$ cat config.mk
export PLATFORM = sky130hd
export DESIGN_NAME = priority_encoder_8to3
export DESIGN_NICKNAME = d
export VERILOG_FILES = /design/src/rtl/priority_encoder_8to3_pkg.sv /design/src/rtl/priority_encoder_8to3_comb.sv /design/src/rtl/priority_encoder_8to3.sv
export SDC_FILE = /design/constraint.sdc
export NUM_CORES = 1
export LEC_CHECK = 0
export ABC_AREA = 1
export CAP_MARGIN = 40
export CORE_AREA = 2 2 39 41
export CTS_CLUSTER_DIAMETER = 120
export CTS_CLUSTER_SIZE = 28
export DETAILED_ROUTE_END_ITERATION = 10
export DIE_AREA = 0 0 41 43
export GPL_TIMING_DRIVEN = 0
export PLACE_DENSITY = 0.5
export SYNTH_ARGS = -nofsm -noshare
export SYNTH_HDL_FRONTEND = slang
export SYNTH_SLANG_ARGS = --single-unit
export TNS_END_PERCENT = 30
$ cat constraint.sdc
create_clock -name clk -period 1 [get_ports clk]
set_input_delay 0.2 -clock clk [delete_from_list [all_inputs] [get_ports clk]]
set_output_delay 0.2 -clock clk [all_outputs]
set_load 0.02 [all_outputs]
$ cat src/rtl/priority_encoder_8to3_pkg.sv
// Shared constants and types for the 8-to-3 priority encoder.
package priority_encoder_8to3_pkg;

    localparam int NUM_IN = 8;
    localparam int IDX_W  = 3;

    typedef logic [NUM_IN-1:0] req_vec_t;
    typedef logic [IDX_W-1:0]  idx_t;

endpackage : priority_encoder_8to3_pkg

$ cat src/rtl/priority_encoder_8to3_comb.sv
// Purely combinational priority encoder: returns the index of the highest
// set bit of an 8-bit request vector, plus a flag telling whether any bit
// was set at all (so "no request" can be told apart from "line 0").
module priority_encoder_8to3_comb
    import priority_encoder_8to3_pkg::*;
(
    input  req_vec_t vec_i,
    output idx_t     idx_o,
    output logic     any_o
);

    // Scan from the lowest line upward so a higher asserted line overrides any lower one.
    always_comb begin
        idx_o = '0;
        any_o = 1'b0;
        for (int i = 0; i < NUM_IN; i++) begin
            if (vec_i[i]) begin
                idx_o = IDX_W'(i);
                any_o = 1'b1;
            end
        end
    end

endmodule : priority_encoder_8to3_comb

$ cat src/rtl/priority_encoder_8to3.sv
// 8-input priority encoder with registered index and valid outputs.
// Line h has the highest priority and line a the lowest; the result
// appears one clock after the inputs are sampled.
module priority_encoder_8to3
    import priority_encoder_8to3_pkg::*;
(
    input  logic clk,
    input  logic rst,
    input  logic h,
    input  logic g,
    input  logic f,
    input  logic e,
    input  logic d,
    input  logic c,
    input  logic b,
    input  logic a,
    output idx_t out,
    output logic valid
);

    req_vec_t reqVec;
    idx_t     out_d;
    logic     valid_d;
    idx_t     out_q;
    logic     valid_q;

    assign reqVec = {h, g, f, e, d, c, b, a};

    priority_encoder_8to3_comb u_comb (
        .vec_i (reqVec),
        .idx_o (out_d),
        .any_o (valid_d)
    );

    // Capture the encode result each cycle; reset takes precedence over it.
    always_ff @(posedge clk) begin
        if (rst) begin
            out_q   <= '0;
            valid_q <= 1'b0;
        end else begin
            out_q   <= out_d;
            valid_q <= valid_d;
        end
    end

    assign out   = out_q;
    assign valid = valid_q;

endmodule : priority_encoder_8to3

==> results.tsv, run 1 <==
stage	metric	value	unit
synthesis	ys_seq_area_frac	0.474	
global_route	antenna_found_initial	0	
sta	fin_crit_sh	0.970	
cells_and_area	drive_gt1_frac	0.231	
global_route	grt_use_total	0.0582	
cells_and_area	area_growth	101	%
drt	vias	197	
synthesis	synth.area.top_cells	dfxtp_1 (47%), inv_1 (13%), nand2_1 (11%)	
setup_path	critical_path_class	reg -> out	
global_route	overflow	0	
clock_tree	cts_tree	built	
setup_path	cp-end-kind	output port	
sta	hold_ws	578	ps
clock_tree	clockBufferDepth	2	
clock_tree	postCtsSetupBuffers	0	
synthesis	synth_most_common_cell	inv_1	
sta	slew_viol_final	0	
floorplan	dieArea	1760	um2
synthesis	synth_edf_count	0	
setup_path	path_delay_family	flip-flops	
cells_and_area	fin_nets	51	
power_and_ir_drop	cellPowerDensity	1350	nW/um2
placed_design	dp_cells	52	
global_route	grt_pass1_wl	607	um
synthesis	synth_area_leader_cell	dfxtp_1	
synthesis	synthCells	23	
floorplan	initial_core_util	0.122	
drt	antenna_left	0	
setup_path	worst-path-buf-inv	1	
sta	slew_headroom	0.879	
worst_hold_path	holdPathEnd	out[0]$_SDFF_PP0_	
floorplan	ioPinCount	14	
cells_and_area	utilization	0.246	
clock_tree	clkSinkCount	4	
setup_path	cp_cell_sequence	clkdlybuf4s15_2	
synthesis	yosys_warnings	0	
cells_and_area	final_area	340	um2
flow_run	max_cap_violations	0	
synthesis	synth_top_area_frac	0.474	
floorplan	die_w	41	um
setup_path	cp-start-kind	register	
setup_path	worstPathRequired	800	ps
sta	period_minus_slack	970	ps
setup_path	arrival	770	ps
clock_tree	h-tree-depth	1	
sta	worstMarginPinSlew	179	ps
floorplan	core	1380	um2
setup_path	crit_fanout	1	
drt	drc	0	
global_route	grt_pass1_vias	199	
power_and_ir_drop	power.total	0.458	mW
synthesis	ys_seq_elements	4	
drt	vias_per_cell	3.58	
cells_and_area	fin_cells	55	
clock_tree	numCtsBuffers	3	
cells_and_area	antenna_cells	0	
clock_tree	path_clk_slew	40	ps
worst_hold_path	min_path_type	in -> reg	
synthesis	synthTopCellsByCount	inv_1 (6), nand2_1 (5), dfxtp_1 (4), a21oi_1 (2)	
synthesis	postSynth.asyncResetShare	0	
clock_tree	cts_hold_repair.buffers	0	
global_route	grt_max_degree	5	
setup_path	crit_slowest_cell	dfxtp_1	
floorplan	die_h	43	um
outcome	status	finished clean	
setup_path	cpPeakStageDelay	290	ps
worst_hold_path	hold_depth	3	
synthesis	syn_area_per_cell	7.34	um2
power_and_ir_drop	vdd_drop_max	218	uV
floorplan	num_rows	14	
sta	tns	0	ps
clock_tree	cts_root_buffer	clkbuf_4	
placed_design	portBuffers	13	
drt	dr.first_iter.drc_count	1	
sta	max_freq	1.03	GHz
power_and_ir_drop	leakagePower	0.158	nW
placed_design	dp_slack	-166	ps
sta	fin_ws	29.9	ps
drt	wire_per_inst	7.31	um
synthesis	netlist_area	169	um2
synthesis	yosys_most_used_dff	dfxtp_1	
synthesis	syn_nets	33	
sta	setup_violations	0	
sta	hold_viol_final	0	
drt	dr.pass1.iters	3	
sta	rsz0062_at_grt	false	
placed_design	routabilityCongestion	0.726	
synthesis	synth_cell_types	10	
worst_hold_path	hp-start	h	
drt	routed_wl	402	um
placed_design	dpl_cell_area	319	um2
[cell type report]
cell class / count / area (um2)
fill: 160 / 1040
timing repair buffer: 13 / 129
sequential: 4 / 80.1
multi-input combinational: 13 / 66.3
clock buffer: 3 / 22.5
inverter: 6 / 22.5
tap: 16 / 20.0
[how the worst max path moves through the flow]
stage | endpoint | from | cells after the start
2_1_floorplan | out[0]$_SDFF_PP0_ | c | 7
3_3_place_gp | out[0]$_SDFF_PP0_ | c | 8
3_5_place_dp | out[0]$_SDFF_PP0_ | c | 8
4_1_cts | out[0] | out[0]$_SDFF_PP0_ | 1
5_1_grt | valid | valid$_SDFF_PP0_ | 1
6_report | out[2] | out[2]$_SDFF_PP0_ | 1
[cell families (layout without fill, tap and decap cells)]
family,count (synthesis),after routing,synth area share
flip-flops,4,4,0.474
AO/OA/AOI/OAI,5,5,0.193
AND/OR/NAND/NOR,8,8,0.200
buffers and inverters,6,22,0.133
[power by group]
part	total (mW)	switching, mW	internal [mW]
clock	0.191	0.0575	0.134
sequential	0.173	0.00208	0.171
combinational	0.0940	0.0409	0.0530
total	0.458	0.101	0.358
[repair_timing]
action / 4_1_cts / 5_1_grt
setup endpoints to repair: 4 / 1
resized for setup: 12 / 1
cloned: 0 / 0
[sequential cells by signal, summed over array words and instances (netlist names)]
signal	cells
valid	1
out	3
[cells in the final DEF, fill, tap and decap left out]
| master | n |
|---|---|
| inv_1 | 6 |
| clkdlybuf4s50_1 | 9 |
| nand2_1 | 5 |
| clkbuf_4 | 3 |
| a21oi_2 | 1 |
| nor3_1 | 1 |
| nor2_1 | 1 |
| buf_2 | 1 |
| o21ai_0 | 1 |
| nor2_2 | 1 |
| clkdlybuf4s15_2 | 3 |
| dfxtp_1 | 4 |
| a41oi_1 | 1 |
| a21oi_1 | 2 |
[routing by layer]
metal / part of all wire / up-vias / wire length (um) / track usage
met5: 0 / - / 0 / 0
met4: 0 / 0 / 0 / 0.120
met3: 0.072 / 0 / 29 / 0
met2: 0.57 / 8 / 228 / 0.0844
met1: 0.36 / 86 / 144 / 0.0417
li1: - / 103 / - / -
(Power assumes the default switching activity.)
==> inputs of run 2 (changes only) <==
Settings changed: CORE_AREA 2 2 39 41 to 8 8 45 47, DIE_AREA 0 0 41 43 to 0 0 53 55.
==> run 2 against run 1 <==
  * Clock power about the same
  * Power about the same
  * Via count decreased by 6.1%
  * First-iteration DRC count fell by 100%
  * Die area increased by 65%
  * Sequential power about the same
  * Setup slack lost 3.1 ps
  * Cell count unchanged
  * Routed wire length is 16% higher
  * Core utilization shrank 0.45 points
  * Sequential share of layout area up 0.44 points
  * Critical path type unchanged
  * Critical endpoint is now out[1]
  * Highest routed layer unchanged
==> results.tsv, run 2 (same netlist as run 1, synthesis figures left out) <==
stage	metric	value	unit
global_route	grt_use_total	0.0393	
clock_tree	path_clk_slew	40	ps
power_and_ir_drop	power.total	0.459	mW
drt	dr.first_iter.drc_count	0	
clock_tree	clkSinkCount	4	
cells_and_area	drive_gt1_frac	0.231	
setup_path	critical_path_class	reg -> out	
floorplan	num_rows	14	
flow_run	max_cap_violations	0	
drt	routed_wl	465	um
power_and_ir_drop	p_int	0.356	mW
cells_and_area	area_growth	97.8	%
power_and_ir_drop	p_sw_frac	0.223	
clock_tree	cts_tree	built	
power_and_ir_drop	clock_power_share	0.422	
clock_tree	cts_hold_repair.buffers	0	
clock_tree	h-tree-depth	1	
setup_path	worstPathRequired	800	ps
global_route	grt_pass1_vias	201	
global_route	antenna_found_initial	0	
drt	antenna_left	0	
setup_path	crit_fanout	1	
power_and_ir_drop	vdd_drop_max	189	uV
sta	hold_ws	558	ps
floorplan	ioPinCount	14	
floorplan	initial_core_util	0.122	
clock_tree	numCtsBuffers	3	
cells_and_area	fill_cells	165	
floorplan	die_h	55	um
setup_path	arrival	770	ps
floorplan	core	1380	um2
sta	slew_viol_final	0	
cells_and_area	final_common_cell	clkdlybuf4s50_1	
clock_tree	postCtsSetupBuffers	0	
sta	fin_crit_sh	0.973	
setup_path	cpPeakStageDelay	290	ps
sta	worstMarginPinSlew	193	ps
drt	drc	0	
clock_tree	cts_root_buffer	clkbuf_4	
sta	fin_ws	26.8	ps
drt	wire_per_inst	8.45	um
sta	rsz0062_at_grt	false	
setup_path	cp-end-kind	output port	
placed_design	routabilityCongestion	0.670	
sta	max_freq	1.03	GHz
cells_and_area	largest_reg_flops	3	
power_and_ir_drop	seq_power_share	0.377	
cells_and_area	final_area	334	um2
drt	vias_per_cell	3.36	
floorplan	die_w	53	um
global_route	overflow	0	
placed_design	dp_slack	-174	ps
power_and_ir_drop	switching_power	0.102	mW
sta	period_minus_slack	973	ps
sta	tns	0	ps
clock_tree	clockBufferDepth	2	
placed_design	dpl_cell_area	319	um2
setup_path	crit_slowest_cell	dfxtp_1	
setup_path	cp_cell_sequence	clkdlybuf4s15_2	
drt	dr.pass1.iters	1	
setup_path	cp-start-kind	register	
power_and_ir_drop	leakagePower	0.158	nW
setup_path	path_delay_family	flip-flops	
cells_and_area	layout_common_cells	clkdlybuf4s50_1 (9), inv_1 (6), nand2_1 (5)	
power_and_ir_drop	combPwrFrac	0.201	
placed_design	dp_hpwl	409	um
global_route	grt_pass1_wl	717	um
outcome	status	finished clean	
cells_and_area	fin_nets	51	
cells_and_area	antenna_cells	0	
drt	vias	185	
placed_design	portBuffers	13	
sta	slew_headroom	0.871	
global_route	grt_max_degree	5	
placed_design	dp_cells	52	
cells_and_area	fin_cells	55	
cells_and_area	utilization	0.241	
floorplan	dieArea	2920	um2
sta	setup_violations	0	
setup_path	worst-path-buf-inv	1	
sta	hold_viol_final	0	
power_and_ir_drop	cellPowerDensity	1370	nW/um2
worst_hold_path	min_path_type	in -> reg	
run 2: worst paths after layout:
check / from / endpoint / slack, ps / cells after the start
worst max-delay path: out[1]$_SDFF_PP0_ / out[1] / 30 / 1
worst min-delay path: h / out[0]$_SDFF_PP0_ / 560 / 3
run 2: power groups by stage:
stage	clock, mW	sequential [mW]	combinational (mW)
after floorplan	0	0.189	0.0214
after global routing	0.208	0.173	0.101
after detailed placement	0	0.176	0.0996
final	0.194	0.173	0.0923
after global placement	0	0.175	0.0990
after CTS	0.206	0.173	0.0969
run 2: cell type report:
type                            count  area (um2)  area share
Multi-Input combinational cell     13        66.3       0.199
Inverter                            6        22.5      0.0674
Tap cell                           16        20.0      0.0599
Sequential cell                     4        80.1       0.240
Timing Repair Buffer               13         123       0.367
Clock buffer                        3        22.5      0.0674
run 2: layer usage:
layer  routed length, um  GRT usage  vias up
li1                    -          -      104
met1                 145     0.0258       75
met2                 283     0.0586        6
met3                  36     0.0187        0
met4                   0     0.0776        0
met5                   0          0        -
run 2: repair_timing:
item	in CTS	in global routing
resized for setup	12	2
pin swaps	0	0
setup endpoints to repair	4	2
==> inputs of run 3 (changes only) <==
Settings changed: DONT_BUFFER_PORTS from default to 1, PLACE_DENSITY 0.5 to 0.36.
==> run 3 against run 2 <==
  * First-iteration DRC count increased by 1
  * Flip-flop and latch count unchanged
  * Routed wire length increased by 0.43%
  * Sequential power is 9% higher
  * Critical path depth decreased by 1
  * Design area decreased by 37%
==> results.tsv, run 3 (same netlist as run 1, synthesis figures left out) <==
stage	metric	value	unit
outcome	status	finished clean	
drt	wire_per_inst	11.1	um
global_route	antenna_found_initial	0	
cells_and_area	fill_cells	156	
drt	routed_wl	467	um
floorplan	die_w	53	um
drt	drc	0	
setup_path	crit_fanout	1	
clock_tree	cts_resized	0	
floorplan	num_rows	14	
clock_tree	path_clk_slew	30	ps
cells_and_area	largest_reg_flops	3	
clock_tree	cts_hold_repair.buffers	0	
power_and_ir_drop	cellPowerDensity	1920	nW/um2
cells_and_area	area_growth	25.2	%
global_route	grt_use_total	0.0349	
clock_tree	h-tree-depth	1	
floorplan	ioPinCount	14	
setup_path	cp-end-kind	output port	
flow_run	max_cap_violations	0	
global_route	overflow	0	
drt	dr.pass1.iters	2	
sta	slew_viol_final	0	
cells_and_area	fin_nets	38	
clock_tree	cts_root_buffer	clkbuf_4	
floorplan	die_h	55	um
drt	antenna_left	0	
sta	setup_violations	0	
sta	slew_headroom	0.853	
global_route	grt_pass1_wl	641	um
drt	vias	146	
power_and_ir_drop	power.total	0.406	mW
setup_path	cp-start-kind	register	
placed_design	routabilityCongestion	0.661	
placed_design	dp_cells	39	
sta	period_minus_slack	855	ps
floorplan	initial_core_util	0.122	
clock_tree	postCtsSetupBuffers	0	
cells_and_area	layout_common_cells	inv_1 (6), nand2_1 (5), dfxtp_1 (4)	
power_and_ir_drop	vdd_drop_max	166	uV
clock_tree	cts_tree	built	
floorplan	dieArea	2920	um2
sta	tns	0	ps
power_and_ir_drop	leakagePower	0.105	nW
cells_and_area	antenna_cells	0	
sta	hold_viol_final	0	
sta	fin_crit_sh	0.855	
drt	dr.first_iter.drc_count	1	
placed_design	portBuffers	0	
cells_and_area	fin_cells	42	
setup_path	worstPathRequired	800	ps
sta	hold_ws	30.2	ps
sta	worstMarginPinSlew	220	ps
setup_path	arrival	650	ps
cells_and_area	drive_gt1_frac	0.192	
clock_tree	clkSinkCount	4	
clock_tree	clockBufferDepth	2	
clock_tree	numCtsBuffers	3	
drt	vias_per_cell	3.48	
setup_path	critical_path_class	reg -> out	
sta	max_freq	1.17	GHz
placed_design	dp_hpwl	409	um
global_route	grt_max_degree	5	
worst_hold_path	min_path_type	in -> reg	
cells_and_area	final_common_cell	inv_1	
global_route	grt_pass1_vias	161	
sta	rsz0062_at_grt	false	
floorplan	core	1380	um2
==> run 3: where the power goes <==
| part | switching [mW] | internal (mW) |
|---|---|---|
| sequential | 0.0173 | 0.171 |
| clock | 0.0585 | 0.134 |
| combinational | 0.0144 | 0.0112 |
| total | 0.0902 | 0.316 |
==> run 3: per-layer routing <==
metal  share of wire  GRT usage  wire (um)
met5               0          0          0
met3            0.21     0.0374         97
met1            0.40     0.0303        185
met4               0     0.0647          0
met2            0.39     0.0293        184
==> run 3: path summary, 6_finish.rpt <==
path / startpoint / to / slack, ps / cells after the start
hold / removal: rst / out[0]$_SDFF_PP0_ / 30 / 1
setup / recovery: out[2]$_SDFF_PP0_ / out[2] / 150 / 0
==> run 3: final cells by class <==
type,instances,area (um2),area share
inverters,6,22.5,0.107
clock buffers,3,22.5,0.107
flip-flops and latches,4,80.1,0.379
well taps,16,20.0,0.0947
multi-input cells,13,66.3,0.314
==> run 3: per-stage QoR <==
stage          area, um2   util  setup WS (ps)
4_1_cts              211  0.153            123
3_3_place_gp         189  0.137            321
6_report             211  0.153            145
2_1_floorplan        169      -            400
5_1_grt              211  0.153            117
3_5_place_dp         189  0.137            317
